## src/rtl/regfile_pkg.sv

```systemverilog
// Shared definitions for the 32 x 32-bit register bank: widths, the
// write-back queue entry and the one-hot write-enable vector type.
package regfile_pkg;

  localparam int ADDR_W   = 5;
  localparam int DATA_W   = 32;
  localparam int NUM_REGS = 2 ** ADDR_W;

  typedef struct packed {
    logic [ADDR_W-1:0] addr;
    logic [DATA_W-1:0] data;
  } wb_entry_t;

  typedef logic [NUM_REGS-1:0] reg_onehot_t;

endpackage

```

## src/rtl/reg_addr_decoder.sv

```systemverilog
// Register address to one-hot select decoder; shared by the write port
// and the register bank.
module reg_addr_decoder
  import regfile_pkg::*;
(
  input  logic [ADDR_W-1:0] addr_i,
  output reg_onehot_t       onehot_o
);

  // Exactly one bit set, at the position named by the address.
  always_comb begin
    onehot_o         = '0;
    onehot_o[addr_i] = 1'b1;
  end

endmodule

```

## src/rtl/reg_write_port.sv

```systemverilog
// Write-back port of the register bank. Buffers accepted writes in a small
// in-order queue, drains one per cycle as a registered one-hot strobe and
// answers hazard queries against everything not yet committed.
module reg_write_port
  import regfile_pkg::*;
#(
  parameter int DEPTH = 2
) (
  input  logic                       clk,
  input  logic                       rst_n,
  input  logic                       wr_valid,
  output logic                       wr_ready,
  input  logic [ADDR_W-1:0]          wr_addr,
  input  logic [DATA_W-1:0]          wr_data,
  input  logic                       bank_stall,
  output reg_onehot_t                we_onehot,
  output logic [DATA_W-1:0]          we_data,
  input  logic [ADDR_W-1:0]          q_addr,
  output logic                       q_hit,
  output logic [DATA_W-1:0]          q_data,
  output logic [$clog2(DEPTH+1)-1:0] pend_cnt
);

  localparam int PTR_W = (DEPTH > 1) ? $clog2(DEPTH) : 1;
  localparam int CNT_W = $clog2(DEPTH + 1);

  wb_entry_t          mem_q [DEPTH];
  logic [PTR_W-1:0]   head_q, head_d;
  logic [PTR_W-1:0]   tail_q, tail_d;
  logic [CNT_W-1:0]   cnt_q, cnt_d;
  reg_onehot_t        we_q, we_d;
  logic [DATA_W-1:0]  wdata_q, wdata_d;
  reg_onehot_t        head_onehot;
  wb_entry_t          head_entry;
  logic               push, pop;
  logic [PTR_W-1:0]   hz_idx;

  // Ready is purely a function of occupancy; a same-cycle pop does not help.
  assign wr_ready   = (cnt_q < CNT_W'(DEPTH)) && rst_n;
  // Writes to r0 complete the handshake but never enter the queue.
  assign push       = wr_valid && wr_ready && (wr_addr != '0);
  assign pop        = (cnt_q != '0) && !bank_stall;
  assign head_entry = mem_q[head_q];
  assign we_onehot  = we_q;
  assign we_data    = wdata_q;
  assign pend_cnt   = cnt_q;

  reg_addr_decoder u_dec (
    .addr_i   (head_entry.addr),
    .onehot_o (head_onehot)
  );

  // Next-state for pointers, occupancy and the strobe stage.
  always_comb begin
    head_d  = head_q;
    tail_d  = tail_q;
    cnt_d   = cnt_q;
    we_d    = '0;
    wdata_d = wdata_q;
    if (pop) begin
      head_d  = head_q + PTR_W'(1);
      we_d    = head_onehot;
      wdata_d = head_entry.data;
    end
    if (push) begin
      tail_d = tail_q + PTR_W'(1);
    end
    case ({push, pop})
      2'b10:   cnt_d = cnt_q + CNT_W'(1);
      2'b01:   cnt_d = cnt_q - CNT_W'(1);
      default: cnt_d = cnt_q;
    endcase
  end

  // Control and strobe registers; reset drops the queue and any pending strobe.
  always_ff @(posedge clk) begin
    if (!rst_n) begin
      head_q  <= '0;
      tail_q  <= '0;
      cnt_q   <= '0;
      we_q    <= '0;
      wdata_q <= '0;
    end else begin
      head_q  <= head_d;
      tail_q  <= tail_d;
      cnt_q   <= cnt_d;
      we_q    <= we_d;
      wdata_q <= wdata_d;
    end
  end

  // Queue storage carries no reset; occupancy alone says which slots are live.
  always_ff @(posedge clk) begin
    if (push) begin
      mem_q[tail_q] <= '{addr: wr_addr, data: wr_data};
    end
  end

  // Hazard search, oldest to youngest so the youngest match overrides.
  always_comb begin
    q_hit  = 1'b0;
    q_data = '0;
    hz_idx = head_q;
    if (q_addr != '0) begin
      if (we_q[q_addr]) begin
        q_hit  = 1'b1;
        q_data = wdata_q;
      end
      for (int i = 0; i < DEPTH; i++) begin
        hz_idx = head_q + PTR_W'(i);
        if ((CNT_W'(i) < cnt_q) && (mem_q[hz_idx].addr == q_addr)) begin
          q_hit  = 1'b1;
          q_data = mem_q[hz_idx].data;
        end
      end
    end
  end

endmodule

```

## config.mk

```make
export PLATFORM = sky130hd
export DESIGN_NAME = reg_write_port
export DESIGN_NICKNAME = d
export VERILOG_FILES = /design/src/rtl/regfile_pkg.sv /design/src/rtl/reg_addr_decoder.sv /design/src/rtl/reg_write_port.sv
export SDC_FILE = /design/constraint.sdc
export NUM_CORES = 1
export LEC_CHECK = 0
export ABC_AREA = 1
export BUFFER_PORTS_ARGS = -buffer_cell sky130_fd_sc_hd__buf_2
export CORE_MARGIN = 8
export CORE_UTILIZATION = 55
export CTS_BUF_LIST = sky130_fd_sc_hd__clkbuf_16
export CTS_CLUSTER_DIAMETER = 200
export DETAILED_ROUTE_END_ITERATION = 16
export GPL_TIMING_DRIVEN = 0
export PLACE_DENSITY = 0.88
export SLEW_MARGIN = 5
export SYNTH_ARGS = -nofsm -noshare
export SYNTH_HDL_FRONTEND = slang
export SYNTH_SLANG_ARGS = --single-unit
export TNS_END_PERCENT = 100
```

## constraint.sdc

```tcl
create_clock -name clk -period 4.2 [get_ports clk]
set_input_delay 0.21 -clock clk [delete_from_list [all_inputs] [get_ports clk]]
set_output_delay 0.21 -clock clk [all_outputs]
set_load 0.02 [all_outputs]
```

# Word-level counts from Yosys, hierarchy flattened
# Memory sizes are Yosys's and may differ from the RTL's. A register that Yosys moved wholly into a read port is not among the register bits.
# Index checks and enable logic that the tools add are counted.
[word_totals]
regBits = 68
ram_bits = 74
n_memories = 1
[op_classes]
add_sub_neg = 4
order_cmp = 6
eq_ne = 4
n_mux = 17
reduce_logical = 13
[mem_list]
columns = ["memory", "words", "width", "read_ports", "rd_ports_with_merged_regs", "write_ports", "line_no", "text"]
rows = [
  ["mem_q", 2, 37, 2, 1, 1, "reg_write_port.sv:27", "wb_entry_t mem_q [DEPTH];"],
]
[op_table]
columns = ["cell", "n"]
rows = [
  ["32-bit 2-to-1 mux", 4],
  ["5-bit by 6-bit less-than comparator with 1-bit output, second input constant", 2],
  ["5-bit equality test", 2],
  ["1-bit 2-to-1 mux", 10],
  ["5-bit nonzero test", 2],
  ["1-bit logical AND", 7],
  ["1-bit binary-select mux with 5-bit select", 1],
  ["1-bit demux with 5-bit select", 1],
  ["5-bit by 1-bit greater-or-equal comparator with 1-bit output, second input constant", 1],
  ["1-bit by 2-bit less-than comparator with 1-bit output, first input constant", 2],
  ["2-bit one-hot mux with 2 select lines", 1],
  ["2-bit nonzero test", 2],
  ["1-bit adder, second input constant", 2],
  ["2-bit by 1-bit adder with 2-bit output, second input constant", 1],
  ["2-bit by 1-bit equality test with 1-bit output, second input constant", 1],
  ["2-bit equality test, second input constant", 1],
  ["2-bit less-than comparator, second input constant", 1],
  ["2-bit AND reduction", 1],
  ["2-bit by 1-bit subtractor with 2-bit output, second input constant", 1],
  ["1-bit zero test", 1],
]

# Longest topological paths before layout
[logic_depth]
depth_word = 6
mapped_depth = 13

# By module
# From an unflattened synthesis, not the netlist that was laid out.
[unflattened]
hier_cells = 987
hier_area_um2 = 7359.6
[modules_own_cells]
columns = ["mod", "n_inst", "cells_each", "area_per_inst_um2", "seq_area_each_um2"]
rows = [
  ["reg_write_port", 1, 937, 7164.4, 3603.5],
  ["reg_addr_decoder", 1, 50, 195.2, 0.0],
]

# Worst setup path before layout
# Ideal clock, no wire load.
[synth_path]
path_kind = "register -> register"
start = "register cnt_q[1], in the netlist pend_cnt[1]"
end = "memory mem_q[0][0] (netlist name), enable pin"
arrival_time_ns = 2.546
required_ns = 3.769
slack_ns = 1.222
stages_incl_launch_ff = 4
n_path_buf = 0
synth_period_minus_slack_ns = 2.978
path_cell_list = "dfxtp_1 > nor2_1 > nand3_1 > nor2_1"
[synth_via]
elab_chain_cells = 6
[synth_lines]
columns = ["element", "line_no", "text"]
rows = [
  ["start, declared", "reg_write_port.sv:30", "logic [CNT_W-1:0] cnt_q, cnt_d;"],
  ["start signal, assigned", "reg_write_port.sv:86", "cnt_q <= cnt_d;"],
  ["2-bit less-than comparator", "reg_write_port.sv:39", "assign wr_ready = (cnt_q < CNT_W'(DEPTH)) && rst_n;"],
  ["1-bit logical AND", "reg_write_port.sv:39", ""],
  ["named net wr_ready", "reg_write_port.sv:12", "output logic wr_ready,"],
  ["1-bit logical AND (2 in series)", "reg_write_port.sv:41", "assign push = wr_valid && wr_ready && (wr_addr != '0);"],
  ["1-bit 2-to-1 mux", "reg_write_port.sv:94", "if (push) begin"],
  ["1-bit 2-to-1 mux (not written as such)", "reg_write_port.sv:95", "mem_q[tail_q] <= '{addr: wr_addr, data: wr_data};"],
  ["end, declared", "reg_write_port.sv:27", ""],
]
# The timed path passes the listed nets, and every way through them passes these cells.

# Worst setup path in the final report
[layout_path]
start = "register head_q"
end = "output port q_data[1]"
[layout_via]
elab_chain_cells = 6
[layout_lines]
columns = ["element", "line_no", "text"]
rows = [
  ["start, declared", "reg_write_port.sv:28", "logic [PTR_W-1:0] head_q, head_d;"],
  ["start signal, assigned", "reg_write_port.sv:78", "head_q <= '0;"],
  ["start signal, assigned", "reg_write_port.sv:84", "head_q <= head_d;"],
  ["1-bit adder *", "reg_write_port.sv:110", "hz_idx = head_q + PTR_W'(i);"],
  ["memory read 2 x 37 bit *", "n/a", ""],
  ["5-bit equality test", "reg_write_port.sv:111", "if ((CNT_W'(i) < cnt_q) && (mem_q[hz_idx].addr == q_addr)) begin"],
  ["1-bit logical AND", "reg_write_port.sv:111", ""],
  ["32-bit 2-to-1 mux *", "reg_write_port.sv:111", ""],
  ["32-bit 2-to-1 mux *", "reg_write_port.sv:104", "if (q_addr != '0) begin"],
  ["end, declared", "reg_write_port.sv:20", "output logic [DATA_W-1:0] q_data,"],
]
# Mark *: on every way between the ends. The rest lies on a longest branch, timed or not.

==> results.ini <==
[status]
outcome = finished, final reports clean

[cells_and_area]
regArea_um2 = 3603
fillCellCount = 1004
diodes = 0
syn2layout_area_growth_pct = 26.55
drive_gt1_frac = 0.2158
multi_input_area_um2 = 2884
fin_nets = 1176
final_cell_area_um2 = 9112

[power]
power_switching_uw = 1754
ir_drop_mv = 0.3381
combPwrFrac = 0.331
switching_share = 0.3712
cellLeakagePower_uw = 0.004399
power_density_nw_per_um2 = 518.4
internal_power_uw = 2970
clockPowerShare = 0.296
seqPwrFrac = 0.373

[run]
cap_violations = 0

[clock_tree]
clk_pin_slew_ns = 0.06
worstSkewPairLatency_ns = 0.43
cts.sinks = 143
hold_buffers = 35
clockBufferDepth = 2
ctsResizeCount = 0
clockRootBuffer = clkbuf_16
cts_tree = done
htree_num_levels = 4
cts_buffers = 17
post_cts_buffers = 0

[placed_design]
io_buffers = 144
place_area_um2 = 8212
gp_congestion = 0.8535
dpl.hpwl_um = 14880

[synthesis]
yosysTopAreaCellShare = 0.3086
synth_area_leaders = edfxtp_1 31%, dfxtp_1 19%, nand2_1 12%
avgSynthCellArea_um2 = 7.768
synthCells = 927
ys_types = 31
synth_seq_cells = 143
syn-num-nets = 976
synth_area_um2 = 7201
yosys.area.top_type = edfxtp_1
ys_seq_area_frac = 0.5004
synth.yosys.warnings = 0

[worst_setup_path]
crit_fanout = 10
crit_chain = buf_4 -> buf_2 -> clkbuf_1 -> o21ai_0 -> nand2_1 -> nand2_1 -> a21oi_1 -> buf_2
slowest_stage = clkbuf_1
crit_path_end_kind = output port
required_ns = 3.99
crit_arrival_ns = 2.63
cp-start-kind = flop
critPathMaxStageDelay_ns = 0.47
worst-setup-path-type = reg2out

[route]
post_drt_via_cell_ratio = 5.498
drc = 0
dr.pass1.iters = 8
drt-initial-drc-count = 716
vias = 7235
wl_per_cell_um = 16.70
wirelength_um = 21980
ant_nets = 0

[global_routing]
gr-total-overflow = 0
grt.met1_usage = 0.3035
antenna_found_initial = 0
grt_pass1_wl_um = 34480
met2_usage = 0.4427
grtUsageMet3 = 0.06737
grt_max_degree = 24
grt_pass1_vias = 6971
busiest_layer = met2
grt_usage = 0.2619

[worst_hold_path]
hold_class = in2reg

[timing]
setup_viol = 0
slew_headroom = 0.6059
setup_tns_ns = 0
fmax_mhz = 352.0
skew_ns = 0.01207
final-hold-violation-count = 0
min_period_ns = 2.841
worstMarginPinSlew_ns = 0.5867
grt_setup_unrepaired = false
finalCritPeriodShare = 0.6765
finalMaxSlewViolations = 0

[die]
ios = 146
die_w_um = 130.4
coreArea_um2 = 13030
rows = 42
start_util = 0.5525
fp.dieH_um = 130.4
die-area_um2 = 17010

[cells in the mapped netlist]
master / count
nand2_1: 226
nand2_2: 3
nand3_2: 1
inv_2: 1
inv_1: 107
o211ai_1: 2
buf_2: 12
nand3_1: 80
o21ai_2: 1
o21a_1: 2
buf_1: 1
o21ai_1: 3
buf_4: 8
nor2_8: 1
nand3b_2: 1
ha_1: 3
a21oi_2: 31
xor2_1: 1
clkbuf_1: 24
o21ai_0: 104
buf_6: 8
nor3b_1: 1
nor3_1: 2
a21oi_1: 38
nor2_2: 1
clkinv_1: 5
nor2_1: 111
or2_2: 5
edfxtp_1: 74
nand4_1: 1
dfxtp_1: 69
[path summary, 6_finish.rpt]
kind                            slack [ns]                        to  cells past startpoint                      from
worst max-delay path                  1.36                 q_data[1]                      8       head_q$_SDFFE_PN0P_
worst min-delay path                  0.02    mem_q[1][36]$_DFFE_PP_                      1                wr_addr[4]
worst max register to register        1.94  we_data[15]$_SDFFE_PN0P_                      6  pend_cnt[1]$_SDFFE_PN0P_
worst min register to register        0.52  pend_cnt[0]$_SDFFE_PN0P_                      2  pend_cnt[0]$_SDFFE_PN0P_
[kinds of logic (layout without fill, tap and decap cells)]
logic type,Yosys count,after routing,synth area share
and+or+nand+nor,433,433,0.2481
AOI/OAI and AO/OA,181,181,0.1439
buffers and inverters,166,379,0.1011
DFF,143,143,0.5004
adders and majority gates,3,3,0.005213
xor gates and xnor gates,1,1,0.001217
[metrics by stage]
stage | util | hold slack (ns) | power [µW] | worst slack, ns | cells
2_1_floorplan | - | 0.3089 | 2770 | 1.222 | 927
3_3_place_gp | 0.6247 | 0.3969 | 3222 | 0.4795 | 1247
3_5_place_dp | 0.6301 | 0.4007 | 3279 | 1.917 | 1249
4_1_cts | 0.6992 | 0.0003614 | 4683 | 1.480 | 1316
5_1_grt | 0.6992 | 0.009465 | 4942 | 1.236 | 1316
6_report | 0.6992 | 0.01824 | 4724 | 1.359 | 1316
[layout by cell type, fill, tap and decap left out, drive strengths merged]
cell type | synthesis | layout
a21oi | 69 | 69
buf | 29 | 175
clkbuf | 24 | 44
clkinv | 5 | 9
dfxtp | 69 | 69
dlygate4sd3 | 0 | 35
edfxtp | 74 | 74
ha | 3 | 3
inv | 108 | 116
nand2 | 229 | 229
nand3 | 81 | 81
nand3b | 1 | 1
nand4 | 1 | 1
nor2 | 113 | 113
nor3 | 2 | 2
nor3b | 1 | 1
o211ai | 2 | 2
o21a | 2 | 2
o21ai | 108 | 108
or2 | 5 | 5
xor2 | 1 | 1
[critical path: cells and delay by family (launching register included)]
| kind | cells | cell delay, ns |
|---|---|---|
| and+or+nand+nor | 2 | 0.18 |
| AOI/OAI and AO/OA | 2 | 0.44 |
| DFF | 1 | 0.42 |
| buffers and inverters | 4 | 1.16 |
[routing by layer]
layer  vias to the layer above  routed length (µm)
met4                         0                 726
met1                      3357                8424
met5                         -                   0
met2                       421               10680
met3                        62                2144
li1                       3395                   -
[sequential cells by signal, summed over array words and instances, names as in the netlist, named ones only]
| register | count |
|---|---|
| head_q | 1 |
| mem_q | 74 |
| pend_cnt | 2 |
| tail_q | 1 |
| we_data | 32 |
| we_onehot | 32 |
[area by class of cell]
type	instances	area share
multi-input cells	618	0.3165
plain buffers	53	0.03337
clock buffers	20	0.05492
repair buffers	181	0.1236
clock inverters	12	0.005492
inverters	113	0.04655
well taps	176	0.02417
flip-flops and latches	143	0.3954
[power groups by stage]
stage	Combinational, µW	Sequential (µW)	Clock (µW)
3_5_place_dp	1500	1780	0
6_report	1560	1760	1400
4_1_cts	1540	1750	1390
2_1_floorplan	888	1880	0
3_3_place_gp	1440	1780	0
5_1_grt	1720	1780	1450
No activity file was read; power rests on OpenSTA's default activity.
